[src/rtl/reg_file_pkg.sv]
// Shared sizing defaults and the per-port operand resolve helper for the rename register file.
package reg_file_pkg;

  localparam int RF_ROB_SIZE_WIDTH = 4;
  localparam int RF_REG_NUM        = 32;

  typedef struct packed {
    logic [31:0] val;
    logic        dep;
  } rd_res_t;

  // Bypass priority: x0, settled register, same-cycle commit, RoB-held value, then wait on the tag.
  function automatic rd_res_t rd_resolve(
    input logic        is_x0,
    input logic        busy,
    input logic [31:0] reg_val,
    input logic        cmt_hit,
    input logic [31:0] cmt_val,
    input logic        rob_ready,
    input logic [31:0] rob_val
  );
    rd_res_t r;
    r.val = '0;
    r.dep = 1'b0;
    if (is_x0)          r.val = '0;
    else if (!busy)     r.val = reg_val;
    else if (cmt_hit)   r.val = cmt_val;
    else if (rob_ready) r.val = rob_val;
    else                r.dep = 1'b1;
    return r;
  endfunction

endpackage

[src/rtl/reg_file.sv]
// Architectural register file with rename tags; combinational operand resolve against commit and RoB.
module reg_file
  import reg_file_pkg::*;
#(
  parameter int ROB_SIZE_WIDTH = RF_ROB_SIZE_WIDTH,
  parameter int REG_NUM        = RF_REG_NUM
) (
  input  logic                      clk,
  input  logic                      rst,
  input  logic                      rdy,
  input  logic                      clear,
  input  logic                      issue_signal,
  input  logic [4:0]                issue_rd,
  input  logic [ROB_SIZE_WIDTH-1:0] issue_rob_id,
  input  logic [4:0]                commit_rd,
  input  logic [ROB_SIZE_WIDTH-1:0] commit_rob_id,
  input  logic [31:0]               commit_value,
  input  logic [4:0]                rs1,
  input  logic [4:0]                rs2,
  output logic [ROB_SIZE_WIDTH-1:0] get_rob_id1,
  output logic [ROB_SIZE_WIDTH-1:0] get_rob_id2,
  input  logic                      get_ready1,
  input  logic                      get_ready2,
  input  logic [31:0]               get_value1,
  input  logic [31:0]               get_value2,
  output logic [31:0]               val1,
  output logic [31:0]               val2,
  output logic                      dep1,
  output logic                      dep2,
  output logic [ROB_SIZE_WIDTH-1:0] dep_id1,
  output logic [ROB_SIZE_WIDTH-1:0] dep_id2
);

  logic [31:0]               r_val  [REG_NUM];
  logic [ROB_SIZE_WIDTH-1:0] r_tag  [REG_NUM];
  logic [REG_NUM-1:0]        r_busy;

  logic    w_iss, w_cmt, w_cmt_clr;
  rd_res_t w_res1, w_res2;

  assign w_iss = rdy && !clear && issue_signal && (issue_rd != 5'd0);
  assign w_cmt = rdy && (commit_rd != 5'd0);
  // A younger issue to the same rd keeps the register busy under its new tag.
  assign w_cmt_clr = w_cmt && r_busy[commit_rd] && (r_tag[commit_rd] == commit_rob_id)
                     && !(w_iss && (issue_rd == commit_rd));

  always_ff @(posedge clk or posedge rst) begin
    if (rst) begin
      for (int i = 0; i < REG_NUM; i++) begin
        r_val[i] <= '0;
        r_tag[i] <= '0;
      end
      r_busy <= '0;
    end else if (rdy) begin
      if (w_cmt) r_val[commit_rd] <= commit_value;
      if (clear) begin
        r_busy <= '0;
      end else begin
        if (w_cmt_clr) r_busy[commit_rd] <= 1'b0;
        if (w_iss) begin
          r_busy[issue_rd] <= 1'b1;
          r_tag[issue_rd]  <= issue_rob_id;
        end
      end
    end
  end

  assign get_rob_id1 = r_tag[rs1];
  assign get_rob_id2 = r_tag[rs2];

  always_comb begin
    w_res1 = rd_resolve(rs1 == 5'd0, r_busy[rs1], r_val[rs1],
                        (commit_rd == rs1) && (commit_rob_id == r_tag[rs1]), commit_value,
                        get_ready1, get_value1);
    w_res2 = rd_resolve(rs2 == 5'd0, r_busy[rs2], r_val[rs2],
                        (commit_rd == rs2) && (commit_rob_id == r_tag[rs2]), commit_value,
                        get_ready2, get_value2);
  end

  assign val1    = w_res1.val;
  assign dep1    = w_res1.dep;
  assign dep_id1 = w_res1.dep ? r_tag[rs1] : '0;
  assign val2    = w_res2.val;
  assign dep2    = w_res2.dep;
  assign dep_id2 = w_res2.dep ? r_tag[rs2] : '0;

endmodule

[config.mk]
export PLATFORM = sky130hd
export DESIGN_NAME = reg_file
export DESIGN_NICKNAME = d
export VERILOG_FILES = /design/src/rtl/reg_file_pkg.sv /design/src/rtl/reg_file.sv
export SDC_FILE = /design/constraint.sdc
export NUM_CORES = 2
export LEC_CHECK = 0
export CAP_MARGIN = 40
export CORE_ASPECT_RATIO = 2
export CORE_MARGIN = 10
export CORE_UTILIZATION = 35
export DETAILED_ROUTE_END_ITERATION = 8
export GPL_ROUTABILITY_DRIVEN = 0
export RECOVER_POWER = 100
export SLEW_MARGIN = 10
export SYNTH_ARGS = -nofsm -noshare
export SYNTH_HDL_FRONTEND = slang
export SYNTH_SLANG_ARGS = --single-unit
[constraint.sdc]
create_clock -name clk -period 52.2 [get_ports clk]
set_input_delay 7.83 -clock clk [delete_from_list [all_inputs] [get_ports clk]]
set_output_delay 7.83 -clock clk [all_outputs]
set_load 0.02 [all_outputs]
## Word-level counts from Yosys, hierarchy flattened

Cells that the tools add are included.

| word-level totals | value |
|---|---|
| register bits | 1184 |
| bits of input ports | 131 |
| output and inout port bits | 82 |
| word-level logic and storage cells | 167 |

| cells by class | value |
|---|---|
| order comparisons | 12 |
| eq/ne operators | 6 |
| mux-type cells | 54 |
| bitwise operators | 8 |
| reduce and logical (&&, ||, !) cells | 22 |

Operators by type and width:

| cell | number |
|---|---|
| 1024-bit bitwise mux | 1 |
| 32-bit 2-to-1 mux | 18 |
| 32-bit binary-select mux with 5-bit select | 2 |
| 32-bit demux with 5-bit select | 1 |
| 128-bit bitwise mux | 1 |
| 4-bit binary-select mux with 5-bit select | 3 |
| 4-bit 2-to-1 mux | 9 |
| 32-bit AND | 1 |
| 32-bit NOT | 1 |
| 32-bit OR | 1 |
| 6-bit greater-or-equal comparator (second input constant) | 4 |
| 5-bit by 6-bit < comparator with 1-bit output (second input constant) | 4 |
| 5-bit NOT with 6-bit output | 4 |
| 4-bit demux with 5-bit select | 1 |
| 1-bit binary-select mux with 5-bit select | 3 |
| 5-bit equality test | 3 |
| 1-bit logical AND | 14 |
| 1-bit 2-to-1 mux | 13 |
| 4-bit equality test | 3 |
| 6-bit by 1-bit < comparator with 1-bit output (second input constant) | 2 |
| 1-bit demux with 5-bit select | 2 |
| 5-bit by 1-bit greater-or-equal comparator with 1-bit output (second input constant) | 2 |
| 5-bit logical NOT | 2 |
| 5-bit nonzero test | 2 |
| 4 further kinds | 5 |

## Depth between registers and ports, before layout

| logic depth | value |
|---|---|
| depth after elaboration | 13 |
| mapped depth | 15 |
| mapped depth without buffers | 7 |

## Worst setup path before layout

OpenSTA, ideal clock, no wires.

| timing path | value |
|---|---|
| kind | input to output |
| from | input port rs1[2] |
| to | output port val1[13] |
| arrival time | 10495 ps |
| required time | 44370 ps |
| path slack | 33875 ps |
| stages | 11 |
| buffers on the path | 4 |
| cells stage by stage | buf_4 > buf_4 > buf_4 > mux2i_1 > a221oi_1 > o21ai_1 > a31oi_2 > xnor2_1 > clkbuf_1 > a41oi_1 > a211oi_1 |

| between the ends | value |
|---|---|
| word-level cells in the longest chain between the ends | 9 |
| elaborated cells on any way between the ends | 16 |
| classes of those cells | eq/ne (2); mux (11); bitwise (1); reduce/logical (2) |

Ends and longest elaborated chain:

| element | RTL line | RTL |
|---|---|---|
| start, declared | reg_file.sv:18 | `input logic [4:0] rs1,` |
| 5-bit NOT with 6-bit output | n/a |  |
| 4-bit binary-select mux with 5-bit select | n/a |  |
| 4-bit 2-to-1 mux (2 in a row) | n/a |  |
| named net get_rob_id1[0] | reg_file.sv:20 | `output logic [ROB_SIZE_WIDTH-1:0] get_rob_id1,` |
| 4-bit equality test | reg_file.sv:73 | `(commit_rd == rs1) && (commit_rob_id == r_tag[rs1]), commit_value,` |
| 1-bit logical AND | reg_file.sv:73 |  |
| 32-bit 2-to-1 mux | reg_file_pkg.sv:27 | `else if (cmt_hit) r.val = cmt_val;` |
| 32-bit 2-to-1 mux | reg_file_pkg.sv:26 | `else if (!busy) r.val = reg_val;` |
| 32-bit 2-to-1 mux | reg_file_pkg.sv:25 | `if (is_x0) r.val = '0;` |
| end, declared | reg_file.sv:26 | `output logic [31:0] val1,` |

The timed path passes the listed nets, and every way through them passes these cells. The select of a mux whose other input is x is not followed.

## Final worst setup path

| timing path | value |
|---|---|
| from | input port rs2[1] |
| to | output port dep_id2[3] |

| between the ends | value |
|---|---|
| word-level cells in the longest chain between the ends | 10 |
| elaborated cells on any way between the ends | 14 |
| classes of those cells | eq/ne (2); mux (9); bitwise (1); reduce/logical (2) |

Ends and longest elaborated chain:

| element | RTL line | RTL |
|---|---|---|
| start, declared | reg_file.sv:19 | `input logic [4:0] rs2,` |
| 5-bit NOT with 6-bit output (implied by the code) | reg_file.sv:76, reg_file.sv:85 |  |
| 4-bit binary-select mux with 5-bit select | reg_file.sv:76, reg_file.sv:85 |  |
| 4-bit 2-to-1 mux (implied by the code) (2 in a row) | reg_file.sv:76, reg_file.sv:85 |  |
| 4-bit equality test | reg_file.sv:76 | `(commit_rd == rs2) && (commit_rob_id == r_tag[rs2]), commit_value,` |
| 1-bit logical AND | reg_file.sv:76 |  |
| 1-bit 2-to-1 mux | reg_file_pkg.sv:27 |  |
| 1-bit 2-to-1 mux | reg_file_pkg.sv:26 |  |
| 1-bit 2-to-1 mux | reg_file_pkg.sv:25 |  |
| 4-bit 2-to-1 mux * | reg_file.sv:85 | `assign dep_id2 = w_res2.dep ? r_tag[rs2] : '0;` |
| end, declared | reg_file.sv:31 | `output logic [ROB_SIZE_WIDTH-1:0] dep_id2` |

Every way passes the cells marked *; elsewhere a longest branch is shown, timed or not. The select of a mux whose other input is x is not followed.

==> impl_metrics.py <==
metrics = {
    "clock_tree": {
        "post_cts_resized": 0,
        "cts_hold_buf": 0,
        "tritoncts": "done",
        "root_buffer": "clkbuf_16",
        "clkSlewWorstSetupHoldPaths_ns": 0.07,
        "clk_latency_ns": 0.73,
        "cts_setup_buffers": 0,
        "h-tree-depth": 3,
        "cts.path.max_buffers": 3,
        "clock-sinks": 1184,
        "cts_inserted_buffers": 103,
    },
    "global_route": {
        "antenna_found_initial": 21,
        "grt_usage_pct": 23.63,
        "grt_pass1_wl_mm": 363.0,
        "grt_overflow": 0,
        "grt_pass1_vias": 48860,
        "grt_max_degree": 175,
    },
    "layout": {
        "num-fill-cells": 17840,
        "final_nets": 4872,
        "area_delta_synth_final_pct": 11.29,
        "drive_gt1_share_pct": 42.07,
    },
    "floorplanning": {
        "num_io_pins": 213,
        "core_area_um2": 191100,
        "row_count": 227,
        "initial_core_util_pct": 35.19,
        "die_width_um": 330,
        "fp.dieH_um": 640.0,
        "dieArea_um2": 211200,
    },
    "sta": {
        "post-route-period-util_pct": 59.09,
        "setup_tns_ns": 0,
        "slew_violations": 2576,
        "setup_violations": 0,
        "skew_ns": 0.02773,
        "fmax_mhz": 32.42,
        "relSlewSlack_pct": -533.1,
        "hold_viol_final": 0,
        "min_period_ns": 30.85,
        "worst_pin_slew_ns": 9.497,
        "rsz0062_at_grt": "no",
        "setup_ws_ns": 21.35,
    },
    "power": {
        "cellLeakagePower_nw": 31.38,
        "p_per_area_nw_per_um2": 34.97,
        "vdd_ir_drop_max_mv": 0.02873,
    },
    "synthesis": {
        "netlist_area_um2": 67270,
        "synthesis.instances": 4776,
        "synthArstFlopShare_pct": 100.0,
        "synth_compound_area_share_pct": 6.127,
        "synth_fa_ha_area_share_pct": 0,
        "synth_ff_type": "dfrtp_1",
        "synthesis.nets": 4907,
        "synth_simple_gate_area_share_pct": 3.543,
        "synth_warnings": 0,
        "synth.ff_latch_count": 1184,
        "yosysUniqueCellTypes": 70,
        "ys_seq_area_share_pct": 44.04,
        "synthMuxAreaShare_pct": 42.08,
        "synth_xor_area_share_pct": 0.2604,
        "syn_avg_cell_area_um2": 14.08,
        "synth_top_family_by_area": "multiplexers",
        "synth_edf_count": 0,
    },
    "worst_setup_path": {
        "end_kind": "primary output",
        "crit_path_start_kind": "input port",
        "required_ns": 44.37,
        "path_class": "in -> out",
        "worst_ep_arrival_time_ns": 23.02,
        "critPathMaxFanout": 72,
    },
    "routing": {
        "avgViaCountPerCell": 6.373,
        "first_pass_iters": 5,
        "drt_iter0_markers": 4106,
        "wl_per_cell_um": 34.68,
        "postRouteAntennaNets": 0,
        "drt-total-wl_mm": 254.6,
        "num_vias": 46790,
        "route.detailed.drc": 0,
    },
    "run_status": {
        "violations": "max-capacitance violations, max-slew violations",
        "outcome": "finished, violations left",
    },
    "placed_design": {
        "dp_hpwl_mm": 159.7,
        "dp_slack_ns": 30.66,
        "numPortBuffers": 212,
    },
    "worst_hold_path": {
        "holdCritPathClass": "reg -> reg",
    },
    "job": {
        "drv_cap": 68,
    },
}
layer usage:
layer | up-vias | wire length, µm | GRT usage, %
met5 | - | 95 | 0
met4 | 14 | 19220 | 14.89
met3 | 797 | 17720 | 4.256
met2 | 2324 | 123500 | 39.42
met1 | 25160 | 94050 | 27.94
li1 | 18490 | - | -
final timing paths:
path	startpoint	end	slack [ns]	cells past startpoint
min in group asynchronous	rst	r_val[277]	9.17	2
max in group asynchronous	rst	r_val[786]	25.50	6
min reg2reg	r_val[992]	r_val[992]	0.40	0
max	rs2[1]	dep_id2[3]	21.35	12
max reg2reg	r_tag[85]	r_busy[28]	48.45	8
min	r_val[992]	r_val[992]	0.40	0
sequential cells by signal (all words and copies together), names as in the netlist:
register and flops:
r_busy 32, r_tag 128, r_val 1024
report_power, final:
part	switching [W]	internal (W)	leakage, nW	total (W)
Clock	0.000368	0.000430	1.67	0.000798
Sequential	0.000123	0.00108	15.3	0.00120
Combinational	0.000283	0.000336	14.4	0.000619
layout by cell type, fill, tap and decap left out, drive strengths merged, types with 53 or more instances in the layout:
| cell | n |
|---|---|
| buf | 126 |
| o211ai | 69 |
| mux2i | 307 |
| a22oi | 78 |
| dlygate4sd3 | 70 |
| dfrtp | 1184 |
| clkdlybuf4s50 | 128 |
| a21oi | 77 |
| o21ai | 55 |
| a41oi | 53 |
| clkbuf | 244 |
| mux4 | 552 |
| mux2 | 1134 |
| nand2 | 173 |
| nor2 | 56 |
per-stage QoR:
step / total power (W) / util [%] / instances / cell area (µm²) / hold slack [ns]
finish: 0.002618 / 39.17 / 7341 / 74860 / 0.4027
global route: 0.002717 / 39.16 / 7338 / 74860 / 0.4110
CTS: 0.002630 / 39.65 / 7331 / 75780 / 0.4021
detailed placement: 0.001834 / 37.88 / 7149 / 72410 / 0.3867
global placement: 0.001801 / 37.38 / 7095 / 71450 / 0.3775
floorplan: 0.001621 / - / 4776 / 67270 / 0.4413
cells by family after synthesis:
logic type	Yosys count
AO/OA/AOI/OAI	545
XOR/XNOR	20
buffers and inverters	565
flip-flops	1184
multiplexers	1993
AND/OR/NAND/NOR	469
cell usage after synthesis, types with 18 or more instances:
master / count / area, µm²
a211oi_1: 30 / 225.2
a21oi_1: 77 / 385.4
a221oi_1: 51 / 446.7
a22oi_1: 78 / 585.6
a31oi_1: 18 / 112.6
a41oi_1: 52 / 455.4
and3_1: 30 / 187.7
buf_1: 38 / 142.6
buf_2: 105 / 525.5
buf_4: 36 / 270.3
buf_6: 26 / 292.8
clkbuf_1: 344 / 1291
dfrtp_1: 1184 / 29630
mux2_2: 1134 / 12770
mux2i_1: 307 / 3073
mux4_2: 544 / 12250
nand2_1: 173 / 649.4
nand3_1: 49 / 245.2
nand4_1: 20 / 125.1
nor2_1: 56 / 210.2
nor2b_1: 24 / 150.1
nor3_1: 24 / 120.1
o2111ai_1: 28 / 245.2
o211ai_1: 55 / 412.9
o21ai_0: 54 / 270.3
o311ai_0: 19 / 166.4
worst max-delay path, cell delays in order:
cell,delay (ns)
clkbuf_1,4.14
clkbuf_1,2.76
clkbuf_1,2.83
mux4_2,0.66
and3_1,0.20
nor3_2,0.06
nor3_1,0.35
a2111o_1,0.47
clkbuf_1,1.99
nor2_1,0.46
nor4_1,0.45
dlygate4sd3_1,0.74
cell type report:
cell class | count | area [µm²] | area share [%]
inverter | 9 | 37.54 | 0.05014
sequential | 1184 | 29630 | 39.58
clock inverter | 30 | 316.6 | 0.4228
multi-input combinational | 3027 | 35180 | 46.99
clock buffer | 152 | 3055 | 4.081
tap | 2519 | 3152 | 4.210
timing repair buffer | 416 | 3482 | 4.651
antenna | 4 | 10.01 | 0.01337
(Power assumes the default switching activity.)
